### config.mk
export PLATFORM = sky130hd
export DESIGN_NAME = stopwatch_ctrl
export DESIGN_NICKNAME = d
export VERILOG_FILES = /design/src/rtl/stopwatch_ctrl.sv
export SDC_FILE = /design/constraint.sdc
export NUM_CORES = 1
export LEC_CHECK = 0
export ABC_AREA = 1
export ABC_CLOCK_PERIOD_IN_PS = 1600
export CORE_MARGIN = 1.5
export CORE_UTILIZATION = 60
export CTS_CLUSTER_DIAMETER = 40
export DETAILED_ROUTE_END_ITERATION = 8
export GPL_ROUTABILITY_DRIVEN = 0
export PLACE_DENSITY_LB_ADDON = 0.05
export SYNTH_ARGS = -nofsm -noshare
export SYNTH_HDL_FRONTEND = slang
export SYNTH_SLANG_ARGS = --single-unit
### constraint.sdc
create_clock -name clk -period 1.6 [get_ports clk]
set_input_delay 0.16 -clock clk [delete_from_list [all_inputs] [get_ports clk]]
set_output_delay 0.16 -clock clk [all_outputs]
set_load 0.02 [all_outputs]
### src/rtl/stopwatch_ctrl.sv
// Stopwatch mode controller: synchronises the front-panel buttons and switches,
// debounces the buttons, runs the IDLE/RUN/PAUSED/ADJUST state machine and
// turns the divider's 1 Hz / 2 Hz levels into single-cycle count enables.
module stopwatch_ctrl #(
  parameter int unsigned DB_CYCLES = 2_000_000,
  parameter int unsigned DB_W      = 21
) (
  input  logic       clk,
  input  logic       rst,
  input  logic       btn_pause,
  input  logic       btn_clear,
  input  logic       sw_adj,
  input  logic       sw_sel,
  input  logic       clk_1Hz,
  input  logic       clk_2Hz,
  output logic [1:0] state,
  output logic       run,
  output logic       adj_mode,
  output logic       sel_out,
  output logic       inc_sec,
  output logic       inc_min,
  output logic       clear_cnt
);

  typedef enum logic [1:0] {
    S_IDLE   = 2'b00,
    S_RUN    = 2'b01,
    S_PAUSED = 2'b10,
    S_ADJUST = 2'b11
  } state_t;

  localparam logic [DB_W-1:0] DB_LAST = DB_W'(DB_CYCLES - 1);

  // Bit order of the synchroniser bank
  localparam int unsigned B_PAUSE = 0;
  localparam int unsigned B_CLEAR = 1;
  localparam int unsigned B_ADJ   = 2;
  localparam int unsigned B_SEL   = 3;

  logic [5:0]      w_async;
  logic [5:0]      r_meta;
  logic [5:0]      r_sync;
  logic [DB_W-1:0] r_db_cnt [2];
  logic [1:0]      r_db_lvl;
  logic [1:0]      r_press;
  logic [1:0]      r_clk_prev;
  logic [1:0]      r_tick;

  state_t          r_state;
  logic            r_run;
  logic            r_adj;
  logic            r_sel;
  logic            r_inc_sec;
  logic            r_inc_min;
  logic            r_clear;

  state_t          w_next;
  logic            w_inc_sec;
  logic            w_inc_min;
  logic            w_clear;
  logic            w_adj;

  assign w_async = {clk_2Hz, clk_1Hz, sw_sel, sw_adj, btn_clear, btn_pause};
  assign w_adj   = r_sync[B_ADJ];

  // Two-flop synchroniser for every asynchronous input
  always_ff @(posedge clk or negedge rst) begin
    if (!rst) begin
      r_meta <= '0;
      r_sync <= '0;
    end else begin
      r_meta <= w_async;
      r_sync <= r_meta;
    end
  end

  // Button debounce: accept a new level after DB_CYCLES cycles of disagreement,
  // and flag a one-cycle press on an accepted 0->1 change
  always_ff @(posedge clk or negedge rst) begin
    if (!rst) begin
      for (int unsigned i = 0; i < 2; i++) begin
        r_db_cnt[i] <= '0;
      end
      r_db_lvl <= '0;
      r_press  <= '0;
    end else begin
      for (int unsigned i = 0; i < 2; i++) begin
        r_press[i] <= 1'b0;
        if (r_sync[i] != r_db_lvl[i]) begin
          if (r_db_cnt[i] == DB_LAST) begin
            r_db_lvl[i] <= r_sync[i];
            r_db_cnt[i] <= '0;
            r_press[i]  <= r_sync[i];
          end else begin
            r_db_cnt[i] <= r_db_cnt[i] + DB_W'(1);
          end
        end else begin
          r_db_cnt[i] <= '0;
        end
      end
    end
  end

  // Registered rising-edge detect on the synchronised 1 Hz / 2 Hz levels
  always_ff @(posedge clk or negedge rst) begin
    if (!rst) begin
      r_clk_prev <= '0;
      r_tick     <= '0;
    end else begin
      r_clk_prev <= r_sync[5:4];
      r_tick     <= r_sync[5:4] & ~r_clk_prev;
    end
  end

  // Next state and count enables, highest-priority event first; a state
  // change or clear in a cycle suppresses any increment
  always_comb begin
    w_next    = r_state;
    w_inc_sec = 1'b0;
    w_inc_min = 1'b0;
    w_clear   = 1'b0;
    if (w_adj && (r_state != S_ADJUST)) begin
      w_next = S_ADJUST;
    end else if (!w_adj && (r_state == S_ADJUST)) begin
      w_next = S_PAUSED;
    end else if (r_press[B_CLEAR]) begin
      w_clear = 1'b1;
      if (r_state != S_ADJUST) w_next = S_IDLE;
    end else if (r_press[B_PAUSE] && (r_state != S_ADJUST)) begin
      w_next = (r_state == S_RUN) ? S_PAUSED : S_RUN;
    end else if ((r_state == S_RUN) && r_tick[0]) begin
      w_inc_sec = 1'b1;
    end else if ((r_state == S_ADJUST) && r_tick[1]) begin
      w_inc_sec = r_sel;
      w_inc_min = ~r_sel;
    end
  end

  // State register with registered mode flags and pulse outputs
  always_ff @(posedge clk or negedge rst) begin
    if (!rst) begin
      r_state   <= S_IDLE;
      r_run     <= 1'b0;
      r_adj     <= 1'b0;
      r_sel     <= 1'b0;
      r_inc_sec <= 1'b0;
      r_inc_min <= 1'b0;
      r_clear   <= 1'b0;
    end else begin
      r_state   <= w_next;
      r_run     <= (w_next == S_RUN);
      r_adj     <= (w_next == S_ADJUST);
      r_sel     <= r_sync[B_SEL];
      r_inc_sec <= w_inc_sec;
      r_inc_min <= w_inc_min;
      r_clear   <= w_clear;
    end
  end

  assign state     = r_state;
  assign run       = r_run;
  assign adj_mode  = r_adj;
  assign sel_out   = r_sel;
  assign inc_sec   = r_inc_sec;
  assign inc_min   = r_inc_min;
  assign clear_cnt = r_clear;

endmodule

==> flow_metrics.tcl <==
set metrics [dict create \
    clock_tree_from_tritoncts "done" \
    synthMostInstantiatedCell "sky130_fd_sc_hd__nor2_1" \
    timing.critical_path.slowest_cell_delay_ns 0.62 \
    hold_depth 1 \
    hold_viol_final 0 \
    cts_inserted_buffers 9 \
    fin_setup_tns_ns 0 \
    crit_path_top_delay_cell "sky130_fd_sc_hd__clkdlybuf4s50_1" \
    grt-ovfl-total 0 \
    worstPathBufferInverterCount 1 \
    cp-start-kind "register" \
    io_buffer_count 15 \
    status "finished, final reports clean" \
    mapped_nets 390 \
    synth-warning-count 0 \
    die_area_um2 5970 \
    drc_errors 0 \
    grt_start_max_net_pins 71 \
    detail_route.wl_per_cell_um 13.3 \
    worstHoldPathType "in -> reg" \
    detail_route.iter0.violations 113 \
    firstDrtPassIters 4 \
    worstMarginPinSlew_ns 0.438 \
    area_of_the_core_um2 5200 \
    post_drt_via_cell_ratio 5.22 \
    die_h_um 77.3 \
    slew-limit-headroom 0.708 \
    cp.arrival_ns 1.36 \
    family_with_the_most_delay_on_the_worst_path "buffers and inverters" \
    design.final.nets 419 \
    worstReg2RegEnd "r_db_cnt[40]" \
    filler_cell_count 411 \
    ioPinCount 16 \
    rsz0062_at_grt "no" \
    ys_dominant_reg_cell "sky130_fd_sc_hd__dfrtp_1" \
    tritoncts_num_sinks 70 \
    cp-endpoint "state[1]" \
    path_class "reg -> out" \
    placement_rows 26 \
    synth_area_leader_cell "sky130_fd_sc_hd__dfrtp_1" \
    min_period_over_period 0.949 \
    insertedDiodeCount 0 \
    synth_cell_type_count 27 \
    vdd_ir_drop_max_mv 0.859 \
    clock_tree.htree_level_count 3 \
    largest_fanout_on_the_critical_path 4 \
    global_route_wire_length_before_repair_um 11500 \
    synth-async-reset-ratio 1.00 \
    grt_use_total 0.249 \
    ctsLongestPathBuffers 2 \
    clk_latency_ns 0.35 \
    syn-cell-area_um2 3310 \
    cts.clk_slew.worst_paths_ns 0.08 \
    r2r_cells 6 \
    wl_um 6450 \
    power.static_leakage_nw 1.65 \
    report.final.slew_viol_count 0 \
    die-width_um 77.3 \
    yosysTopAreaCellShare 0.529 \
    power.density_nw_per_um2 869 \
    worst_r2r_startpoint "r_db_cnt[21]" \
    ys_ff_latch 70 \
    ys_seq_area_frac 0.529 \
    synth.cells.most_frequent "sky130_fd_sc_hd__nor2_1, sky130_fd_sc_hd__dfrtp_1, sky130_fd_sc_hd__nand2_1, sky130_fd_sc_hd__inv_1, sky130_fd_sc_hd__nand3_1" \
    floorplan.initialDensity 0.636 \
    worst_ep_required_time_ns 1.44 \
    timing.reg2reg.setup_slack_ns 0.13 \
    setup_viol 0 \
    clock.fmax_mhz 659 \
    synth_edf_count 0 \
    detailroute.via_count 2525 \
    grt_pass1_vias 2535 \
    detailed_place.area_um2 3570 \
    post_synth_inst_count 380 \
    power_mw 3.28 \
    design_area_um2 3770 \
    detailedPlacementHpwl_um 4490 \
    finalClockSkew_ns 0.00805 \
    crit_path_cell_trace "clkdlybuf4s50_1" \
    drtAntennaViolNets 0 \
    yosys-top-cells-area "sky130_fd_sc_hd__dfrtp_1, sky130_fd_sc_hd__nor2_1, sky130_fd_sc_hd__nand2_1" \
    cts-root-buf "sky130_fd_sc_hd__clkbuf_8" \
    syn_area_per_cell_um2 8.71 \
    maxcap_violations 0 \
    worst_setup_path_startpoint "state[1]" \
    fin_crit_ns 1.52 \
    postCtsSetupBuffers 0 \
    drive_above_1_share 0.145 \
    cp.depth 1 \
    antenna_found_initial 0 \
    end_kind "output pin" \
    area.growth.synth_to_final_pct 14.1 \
]
-- how the worst min path moves through the flow --
stage | start | endpoint | slack [ns]
6_report | sw_adj | r_meta[2] | 0.25
4_1_cts | sw_adj | r_meta[2] | 0.23
3_5_place_dp | rst | clear_cnt | 0.21
2_1_floorplan | rst | adj_mode | -0.14
3_3_place_gp | rst | adj_mode | 0.21
5_1_grt | sw_adj | r_meta[2] | 0.25
-- registers in the layout (all words and copies together) (netlist names) --
register / cells
adj_mode: 1
clear_cnt: 1
inc_min: 1
inc_sec: 1
r_clk_prev: 2
r_db_cnt: 42
r_db_lvl: 2
r_meta: 6
r_press: 2
r_sync: 6
r_tick: 2
run: 1
sel_out: 1
state: 2
-- cell usage in the layout (no fill, tap or decap), types with 10 or more instances in the layout --
master and instances:
sky130_fd_sc_hd__nand2_2 10, sky130_fd_sc_hd__inv_1 39, sky130_fd_sc_hd__nand3_1 29, sky130_fd_sc_hd__clkdlybuf4s50_1 13, sky130_fd_sc_hd__nand2_1 53, sky130_fd_sc_hd__xor2_1 16, sky130_fd_sc_hd__dfrtp_1 70, sky130_fd_sc_hd__nor2_1 93
-- kinds of logic after synthesis --
logic type | Yosys count | share of synthesized area
buf+inv | 44 | 0.0499
flops | 70 | 0.529
simple gates | 226 | 0.324
compound gates | 15 | 0.0238
fa+ha+maj | 2 | 0.00756
xor+xnor | 23 | 0.0654
-- layer usage --
layer / vias up / track usage / wire [um]
li1: 1247 / - / -
met1: 1202 / 0.323 / 2870
met2: 69 / 0.390 / 3150
met3: 7 / 0.0667 / 352
met4: 0 / 0.118 / 76
met5: - / 0 / 0
-- area by class of cell --
| cell class | instances | area [um2] | share of cell area |
|---|---|---|---|
| sequential | 70 | 1750 | 0.464 |
| timing repair buffer | 19 | 193 | 0.0510 |
| multi-input combinational | 266 | 1400 | 0.371 |
| clock inverter | 7 | 57.6 | 0.0152 |
| inverter | 43 | 161 | 0.0428 |
| clock buffer | 9 | 124 | 0.0328 |
| tap | 70 | 87.6 | 0.0232 |
-- timing repair --
action / CTS / global route
resized for setup: 0 / 3
hold endpoints to repair: 70 / 0
setup endpoints to repair: 0 / 10
hold buffers: 1 / 0
-- power by group --
group / internal (mW) / switching [mW] / total [mW]
registers: 1.80 / 0.0220 / 1.83
clock network: 0.583 / 0.732 / 1.32
logic: 0.0512 / 0.0885 / 0.140
-- stage by stage --
step | utilization | hold WS, ns | std cells | worst slack (ns)
floorplan | - | -0.136 | 380 | 0.328
global placement | 0.687 | 0.207 | 467 | 0.102
detailed placement | 0.687 | 0.214 | 467 | 0.0658
CTS | 0.723 | 0.233 | 484 | 0.00771
global route | 0.725 | 0.245 | 484 | 0.0101
finish | 0.725 | 0.249 | 484 | 0.0822
Power figures use the tool's default switching activity.
